File: src/rtl/cpu_pkg.sv
// Shared CPU types: ALU control codes, execute-stage states, result payload and ALU helper.
package cpu_pkg;

    localparam int unsigned XLEN       = 32;
    localparam int unsigned MUL_CYCLES = XLEN;
    localparam int unsigned REG_IDX_W  = 5;
    localparam int unsigned ALU_CTL_W  = 4;
    localparam int unsigned MUL_CNT_W  = 6;

    typedef enum logic [ALU_CTL_W-1:0] {
        ALU_ADD    = 4'b0000,
        ALU_SUB    = 4'b0001,
        ALU_AND    = 4'b0010,
        ALU_OR     = 4'b0011,
        ALU_SUB_BR = 4'b0110,
        ALU_SLT    = 4'b0111,
        ALU_MUL    = 4'b1000
    } alu_ctl_t;

    typedef enum logic {
        ST_IDLE = 1'b0,
        ST_MUL  = 1'b1
    } ex_state_t;

    typedef struct packed {
        logic [XLEN-1:0]      result;
        logic                 zero;
        logic [REG_IDX_W-1:0] rd;
    } ex_rsp_t;

    // Single-cycle ALU; multiply and unknown codes yield 0 here
    function automatic logic [XLEN-1:0] alu_eval(input logic [ALU_CTL_W-1:0] ctl,
                                                 input logic [XLEN-1:0]      a,
                                                 input logic [XLEN-1:0]      b);
        logic [XLEN-1:0] r;
        r = '0;
        case (ctl)
            ALU_ADD:            r = a + b;
            ALU_SUB, ALU_SUB_BR: r = a - b;
            ALU_AND:            r = a & b;
            ALU_OR:             r = a | b;
            ALU_SLT:            r = {{(XLEN-1){1'b0}}, ($signed(a) < $signed(b))};
            default:            r = '0;
        endcase
        return r;
    endfunction

endpackage

File: src/rtl/ex_alu_stage_if.sv
// Issue and result channels of the execute-stage ALU (valid/ready on both sides).
interface ex_alu_stage_if;
    import cpu_pkg::*;

    logic                 in_valid;
    logic                 in_ready;
    logic [ALU_CTL_W-1:0] alu_ctl;
    logic [XLEN-1:0]      op_a;
    logic [XLEN-1:0]      op_b;
    logic [REG_IDX_W-1:0] rd_in;

    logic                 out_valid;
    logic                 out_ready;
    logic [XLEN-1:0]      result;
    logic                 zero;
    logic [REG_IDX_W-1:0] rd_out;

    modport master (
        output in_valid, alu_ctl, op_a, op_b, rd_in, out_ready,
        input  in_ready, out_valid, result, zero, rd_out
    );

    modport slave (
        input  in_valid, alu_ctl, op_a, op_b, rd_in, out_ready,
        output in_ready, out_valid, result, zero, rd_out
    );

endinterface

File: src/rtl/iter_mul.sv
// Shift-add iterative multiplier, one multiplier bit per cycle, LSB first.
// Present only when EX_ALU_MUL_EN is defined.
`ifdef EX_ALU_MUL_EN
module iter_mul
    import cpu_pkg::*;
(
    input  logic            clk,
    input  logic            rst_n,
    input  logic            start_i,
    input  logic            abort_i,
    input  logic            ack_i,
    input  logic [XLEN-1:0] a_i,
    input  logic [XLEN-1:0] b_i,
    output logic            done_c,
    output logic [XLEN-1:0] product_c,
    output logic            busy
);

    logic [MUL_CNT_W-1:0] cnt_q, cnt_d;
    logic [XLEN-1:0]      acc_q, acc_d;
    logic [XLEN-1:0]      mcand_q, mcand_d;
    logic [XLEN-1:0]      mplier_q, mplier_d;
    logic                 hold_q, hold_d;
    logic                 busy_q, busy_d;
    logic [XLEN-1:0]      addend_c;

    assign addend_c = mplier_q[0] ? mcand_q : '0;

    // Product is offered during the final iteration, then held until acknowledged
    assign done_c    = (cnt_q == MUL_CNT_W'(1)) || hold_q;
    assign product_c = hold_q ? acc_q : (acc_q + addend_c);
    assign busy      = busy_q;

    always_comb begin
        cnt_d    = cnt_q;
        acc_d    = acc_q;
        mcand_d  = mcand_q;
        mplier_d = mplier_q;
        hold_d   = hold_q;
        if (abort_i) begin
            cnt_d  = '0;
            hold_d = 1'b0;
        end else if (start_i) begin
            cnt_d    = MUL_CNT_W'(MUL_CYCLES);
            acc_d    = '0;
            mcand_d  = a_i;
            mplier_d = b_i;
            hold_d   = 1'b0;
        end else if (cnt_q != '0) begin
            acc_d    = acc_q + addend_c;
            mcand_d  = mcand_q << 1;
            mplier_d = mplier_q >> 1;
            cnt_d    = cnt_q - MUL_CNT_W'(1);
            if (cnt_q == MUL_CNT_W'(1)) begin
                hold_d = !ack_i;
            end
        end else if (ack_i) begin
            hold_d = 1'b0;
        end
        busy_d = (cnt_d != '0);
    end

    always_ff @(posedge clk or negedge rst_n) begin
        if (!rst_n) begin
            cnt_q    <= '0;
            acc_q    <= '0;
            mcand_q  <= '0;
            mplier_q <= '0;
            hold_q   <= 1'b0;
            busy_q   <= 1'b0;
        end else begin
            cnt_q    <= cnt_d;
            acc_q    <= acc_d;
            mcand_q  <= mcand_d;
            mplier_q <= mplier_d;
            hold_q   <= hold_d;
            busy_q   <= busy_d;
        end
    end

endmodule
`endif

File: src/rtl/ex_alu_stage.sv
// Execute-stage ALU with registered EX/MEM result; stalls upstream while multiplying.
// Optional iterative multiply (code 1000) compiled in with EX_ALU_MUL_EN.
module ex_alu_stage
    import cpu_pkg::*;
(
    input  logic                 clk,
    input  logic                 rst_n,
    input  logic                 flush,
    output logic                 busy,
    ex_alu_stage_if.slave        bus
);

    ex_rsp_t                rsp_q, rsp_d;
    logic                   out_valid_q, out_valid_d;
    logic                   out_free_c;
    logic                   accept_c;
    logic                   load_c;
    logic [XLEN-1:0]        load_result_c;
    logic [REG_IDX_W-1:0]   load_rd_c;

    assign out_free_c = !out_valid_q || bus.out_ready;
    assign accept_c   = bus.in_valid && bus.in_ready;

`ifdef EX_ALU_MUL_EN
    ex_state_t              state_q, state_d;
    logic [REG_IDX_W-1:0]   mul_rd_q, mul_rd_d;
    logic                   is_mul_c;
    logic                   mul_start_c;
    logic                   mul_ack_c;
    logic                   mul_done_c;
    logic [XLEN-1:0]        mul_product_c;

    assign is_mul_c     = (bus.alu_ctl == ALU_MUL);
    assign bus.in_ready = (state_q == ST_IDLE) && out_free_c && !flush;

    // Next state; a finished product waits in MUL until the output register frees
    always_comb begin
        state_d     = state_q;
        mul_rd_d    = mul_rd_q;
        mul_start_c = accept_c && is_mul_c;
        mul_ack_c   = (state_q == ST_MUL) && mul_done_c && out_free_c && !flush;
        if (flush) begin
            state_d = ST_IDLE;
        end else if (mul_start_c) begin
            state_d  = ST_MUL;
            mul_rd_d = bus.rd_in;
        end else if (mul_ack_c) begin
            state_d = ST_IDLE;
        end
    end

    always_ff @(posedge clk or negedge rst_n) begin
        if (!rst_n) begin
            state_q  <= ST_IDLE;
            mul_rd_q <= '0;
        end else begin
            state_q  <= state_d;
            mul_rd_q <= mul_rd_d;
        end
    end

    iter_mul u_iter_mul (
        .clk       (clk),
        .rst_n     (rst_n),
        .start_i   (mul_start_c),
        .abort_i   (flush),
        .ack_i     (mul_ack_c),
        .a_i       (bus.op_a),
        .b_i       (bus.op_b),
        .done_c    (mul_done_c),
        .product_c (mul_product_c),
        .busy      (busy)
    );

    always_comb begin
        load_c        = accept_c && !is_mul_c;
        load_result_c = alu_eval(bus.alu_ctl, bus.op_a, bus.op_b);
        load_rd_c     = bus.rd_in;
        if (mul_ack_c) begin
            load_c        = 1'b1;
            load_result_c = mul_product_c;
            load_rd_c     = mul_rd_q;
        end
    end
`else
    assign bus.in_ready = out_free_c && !flush;
    assign busy         = 1'b0;

    always_comb begin
        load_c        = accept_c;
        load_result_c = alu_eval(bus.alu_ctl, bus.op_a, bus.op_b);
        load_rd_c     = bus.rd_in;
    end
`endif

    // EX/MEM output register: loads only when empty or being consumed
    always_comb begin
        rsp_d       = rsp_q;
        out_valid_d = out_valid_q;
        if (flush) begin
            out_valid_d = 1'b0;
        end else if (load_c) begin
            out_valid_d  = 1'b1;
            rsp_d.result = load_result_c;
            rsp_d.zero   = (load_result_c == '0);
            rsp_d.rd     = load_rd_c;
        end else if (bus.out_ready) begin
            out_valid_d = 1'b0;
        end
    end

    always_ff @(posedge clk or negedge rst_n) begin
        if (!rst_n) begin
            out_valid_q <= 1'b0;
            rsp_q       <= '{result: '0, zero: 1'b1, rd: '0};
        end else begin
            out_valid_q <= out_valid_d;
            rsp_q       <= rsp_d;
        end
    end

    assign bus.out_valid = out_valid_q;
    assign bus.result    = rsp_q.result;
    assign bus.zero      = rsp_q.zero;
    assign bus.rd_out    = rsp_q.rd;

endmodule

File: src/flat_wrapper.sv
// flat-port wrapper written by rule: the top's interface ports become plain ports
module ex_alu_stage_flat import cpu_pkg::*;
  (clk, rst_n, flush, busy, bus_in_valid, bus_alu_ctl, bus_op_a, bus_op_b, bus_rd_in, bus_out_ready, bus_in_ready, bus_out_valid, bus_result, bus_zero, bus_rd_out);
  ex_alu_stage_if bus_i ();
  input  logic clk;
  input  logic rst_n;
  input  logic flush;
  output logic busy;
  input wire logic [$bits(bus_i.in_valid)-1:0] bus_in_valid;
  input wire logic [$bits(bus_i.alu_ctl)-1:0] bus_alu_ctl;
  input wire logic [$bits(bus_i.op_a)-1:0] bus_op_a;
  input wire logic [$bits(bus_i.op_b)-1:0] bus_op_b;
  input wire logic [$bits(bus_i.rd_in)-1:0] bus_rd_in;
  input wire logic [$bits(bus_i.out_ready)-1:0] bus_out_ready;
  output wire logic [$bits(bus_i.in_ready)-1:0] bus_in_ready;
  output wire logic [$bits(bus_i.out_valid)-1:0] bus_out_valid;
  output wire logic [$bits(bus_i.result)-1:0] bus_result;
  output wire logic [$bits(bus_i.zero)-1:0] bus_zero;
  output wire logic [$bits(bus_i.rd_out)-1:0] bus_rd_out;
  assign bus_i.in_valid = bus_in_valid;
  assign bus_i.alu_ctl = bus_alu_ctl;
  assign bus_i.op_a = bus_op_a;
  assign bus_i.op_b = bus_op_b;
  assign bus_i.rd_in = bus_rd_in;
  assign bus_i.out_ready = bus_out_ready;
  assign bus_in_ready = bus_i.in_ready;
  assign bus_out_valid = bus_i.out_valid;
  assign bus_result = bus_i.result;
  assign bus_zero = bus_i.zero;
  assign bus_rd_out = bus_i.rd_out;
  ex_alu_stage u_core (.clk(clk), .rst_n(rst_n), .flush(flush), .busy(busy), .bus(bus_i));
endmodule
File: config.mk
export PLATFORM = sky130hd
export DESIGN_NAME = ex_alu_stage_flat
export DESIGN_NICKNAME = d
export VERILOG_FILES = /design/src/rtl/cpu_pkg.sv /design/src/rtl/ex_alu_stage_if.sv /design/src/rtl/iter_mul.sv /design/src/rtl/ex_alu_stage.sv /design/src/flat_wrapper.sv
export SDC_FILE = /design/constraint.sdc
export NUM_CORES = 1
export LEC_CHECK = 0
export BUFFER_PORTS_ARGS = -buffer_cell sky130_fd_sc_hd__buf_2
export CAP_MARGIN = 25
export CORE_MARGIN = 10
export CORE_UTILIZATION = 60
export CTS_BUF_LIST = sky130_fd_sc_hd__clkbuf_4 sky130_fd_sc_hd__clkbuf_8
export DETAILED_ROUTE_END_ITERATION = 10
export HOLD_SLACK_MARGIN = 0.02
export PLACE_DENSITY_LB_ADDON = 0.1
export SLEW_MARGIN = 10
export SYNTH_ARGS = -nofsm -noshare
export SYNTH_HDL_FRONTEND = slang
export SYNTH_HIERARCHICAL = 1
export SYNTH_SLANG_ARGS = --single-unit
File: constraint.sdc
create_clock -name clk -period 4.4 [get_ports clk]
set_input_delay 0.22 -clock clk [delete_from_list [all_inputs] [get_ports clk]]
set_output_delay 0.22 -clock clk [all_outputs]
set_load 0.01 [all_outputs]
==> flow_metrics.tcl <==
set metrics [dict create \
    leading_cell_types_by_count_after_synthesis "sky130_fd_sc_hd__ha_1, sky130_fd_sc_hd__inv_1, sky130_fd_sc_hd__a21oi_1" \
    antenna_found_initial 0 \
    final_layout_size_suffix_gt1_frac 0.188 \
    timing.fmax_mhz 276 \
    cts_resized 0 \
    fin_crit_sh 0.823 \
    postSynthNetCount 1082 \
    floorplan.die_area_mm2 0.0160 \
    fin_tns_setup_ns 0 \
    syn-cell-area_mm2 0.00681 \
    finalInstanceArea_mm2 0.00753 \
    dp_hpwl_mm 17.7 \
    tightest_slew_ns 0.857 \
    power-per-cell-area_mw_per_mm2 229 \
    fin_crit_ns 3.62 \
    synthArstFlopShare 1.00 \
    synthDominantCellAreaShare 0.191 \
    critical_path_class "in2reg" \
    critPathTopFamily "compound AO/OA/AOI/OAI gates" \
    track_usage 0.265 \
    syn_inst 898 \
    overflow 0 \
    critical_path.cell_chain "buf_2 -> inv_1 -> ha_1 -> a21oi_1 -> o31ai_1 -> a211oi_2 -> o41ai_2 -> a2bb2oi_1 -> a21oi_1 -> xnor2_1 -> a221oi_2 -> and3_1 -> nand4_1 -> o41ai_2" \
    max-clock-path-buffers 2 \
    power.share.switching 0.447 \
    drt-met1-wl_mm 9.60 \
    share_comb_of_total_power 0.546 \
    crit_path_max_incr_delay_ns 0.50 \
    gp_congestion 1.03 \
    fillCellCount 1000 \
    total_power_uw 1720 \
    drv.max_cap_violation_count 0 \
    first_iter_violations 1009 \
    hold_path_class "in2reg" \
    vias_per_cell 6.50 \
    slew_headroom 0.424 \
    ys_dominant_reg_cell "sky130_fd_sc_hd__dfrtp_1" \
    wl_per_cell_um 19.9 \
    grt_start_max_net_pins 60 \
    cts.sinks 39 \
    drt_wl_total_mm 22.4 \
    routed-wl-met2_mm 9.61 \
    grt_pass1_vias 6999 \
    detailroute.via_count 7319 \
    switching_power_uw 771 \
    critPathArrivalTime_ns 3.84 \
    path_buf_inv 2 \
    timing.critical_path.required_ns 4.62 \
    top_metal_used "met4" \
    endpoint_kind "flop" \
    timing_max_transition_violations_final 0 \
    most_area_hungry_cell_type_in_the_yosys_netlist "sky130_fd_sc_hd__ha_1" \
    nets 1169 \
    cts_root_buf "sky130_fd_sc_hd__clkbuf_8" \
    outcome "complete, no violations" \
    power_report.internal_total_uw 953 \
    synth_most_common_cell "sky130_fd_sc_hd__ha_1" \
    synth_warn 6 \
    power_leakage_uw 0.00372 \
    rrSetupSlack_ns 1.91 \
    synth_enable_flop_cells 0 \
    rsz0062_at_grt "false" \
    cp_max_fo 11 \
    power.clock.fraction 0.191 \
    report.final.hold_viol_count 0 \
    cpMaxStageDelayCell "sky130_fd_sc_hd__ha_1" \
    finClkSkew_ns 0.0123 \
    netlist-cell-type-count 89 \
    numCtsBuffers 5 \
    setup_viol 0 \
    avgSynthCellArea_um2 7.58 \
    remaining_drc_errors 0 \
    floorplan.die.width_um 127 \
    clock_latency_of_the_later_clocked_register_in_the_worst_skew_pair_ns 0.32 \
    yosys-top-cells-area "sky130_fd_sc_hd__ha_1, sky130_fd_sc_hd__dfrtp_1, sky130_fd_sc_hd__a21oi_1, sky130_fd_sc_hd__inv_1, sky130_fd_sc_hd__nand2_1" \
    start_util 0.620 \
    rows 38 \
    p_seq_frac 0.263 \
    ys_seq_area_frac 0.144 \
    core_region_area_mm2 0.0110 \
    synth.ff_latch_count 39 \
    vertical_extent_of_the_die_um 127 \
    area_growth_pct 10.6 \
    io-pin-count 119 \
    vdd.ir_drop.worst_v 0.000187 \
    postRouteAntennaNets 0 \
    startpoint_type "input port" \
    wire_length_of_the_first_global_routing_pass_mm 35.8 \
    clk_pin_slew_worst_paths_ns 0.09 \
    dpl-instance-area_mm2 0.00738 \
    drtPass1Iterations 5 \
    numPortBuffers 117 \
    insertedDiodeCount 0 \
    tritoncts_clock_tree "done" \
    met3_wire_length_mm 2.59 \
    clock_tree.htree_level_count 2 \
]
## kinds of logic after synthesis
family                     count (synthesis)  share of synthesized area
AOI/OAI and AO/OA                        318                      0.329
and+or+nand+nor                          239                      0.171
buffers and inverters                    153                     0.0978
adders and majority gates                106                      0.197
DFF                                       39                      0.144
muxes                                     25                     0.0393
xor gates and xnor gates                  17                     0.0219
other                                      1                   0.000551
## cell type report
cell class	instances	area, um2	area share
multi-input combinational	706	5180	0.688
sequential	39	977	0.130
timing repair buffer	129	691	0.0917
inverter	104	390	0.0518
tap	140	175	0.0233
clock buffer	5	68.8	0.00914
clock inverter	3	47.5	0.00631
## layout by cell type (no fill, tap or decap), types with 9 or more instances in the layout
cell type                  netlist  layout
sky130_fd_sc_hd__buf_2          10     117
sky130_fd_sc_hd__ha_1          104     104
sky130_fd_sc_hd__inv_1         102     102
sky130_fd_sc_hd__a21oi_1        82      82
sky130_fd_sc_hd__nand2_1        74      73
sky130_fd_sc_hd__nor2_1         65      65
sky130_fd_sc_hd__o21ai_0        53      53
sky130_fd_sc_hd__dfrtp_1        38      38
sky130_fd_sc_hd__a211oi_1       19      19
sky130_fd_sc_hd__xnor2_1        16      16
sky130_fd_sc_hd__o211ai_1       15      15
sky130_fd_sc_hd__o31ai_1        14      14
sky130_fd_sc_hd__mux2_2         14      14
sky130_fd_sc_hd__nand3_1        12      12
sky130_fd_sc_hd__nand2b_1       11      11
sky130_fd_sc_hd__mux2i_1        11      11
sky130_fd_sc_hd__a21o_1         11      11
sky130_fd_sc_hd__nor4_1         11      10
sky130_fd_sc_hd__buf_4           2      10
sky130_fd_sc_hd__nor2b_1         9       9
sky130_fd_sc_hd__o21ai_1         9       9
sky130_fd_sc_hd__nor3_1          9       9
sky130_fd_sc_hd__a221o_1         9       9
sky130_fd_sc_hd__o221ai_1        9       9
## power by group through the flow
stage	registers [uW]	clock network (uW)	logic (uW)
after global placement	458	0	908
after global routing	462	349	1030
final	454	329	941
after CTS	454	332	917
after detailed placement	461	0	912
after floorplan	488	0	587
## layer usage
layer  vias up  global-route usage
li1       3428                   -
met1      3353               0.360
met2       481               0.408
met3        57              0.0566
met4         0              0.0817
met5         -                   0
## through the flow
step / setup WS, ns / hold WS [ns] / cells / util
after global routing: 0.607 / 0.0643 / 1126 / 0.686
after CTS: 0.939 / 0.0613 / 1124 / 0.683
after detailed placement: 0.611 / 0.394 / 1116 / 0.672
final: 0.777 / 0.0691 / 1126 / 0.686
after global placement: 0.569 / 0.393 / 1116 / 0.672
after floorplan: 1.40 / -0.0756 / 898 / -
## worst paths after layout
kind | start | end | cells past startpoint
setup / recovery | bus_op_a[10] | u_core/bus.zero | 14
hold / removal | flush | u_core/bus.out_valid | 2
setup reg to reg | u_core/bus.out_valid | u_core/bus.zero | 11
hold reg to reg | u_core/bus.result[26] | u_core/bus.result[26] | 2
max in group asynchronous | rst_n | u_core/bus.zero | 3
min in group asynchronous | rst_n | u_core/bus.result[6] | 2
## state kept, by name (all words and copies together), names as in the netlist
| signal | flops |
|---|---|
| u_core/bus.out_valid | 1 |
| u_core/bus.rd_out | 5 |
| u_core/bus.result | 32 |
| u_core/bus.zero | 1 |
## repair_timing
action / CTS / global route
setup buffers: 0 / 0
hold buffers: 0 / 1
endpoints found under the hold margin: 0 / 13
Note: power is estimated with default switching activity, not from simulation.
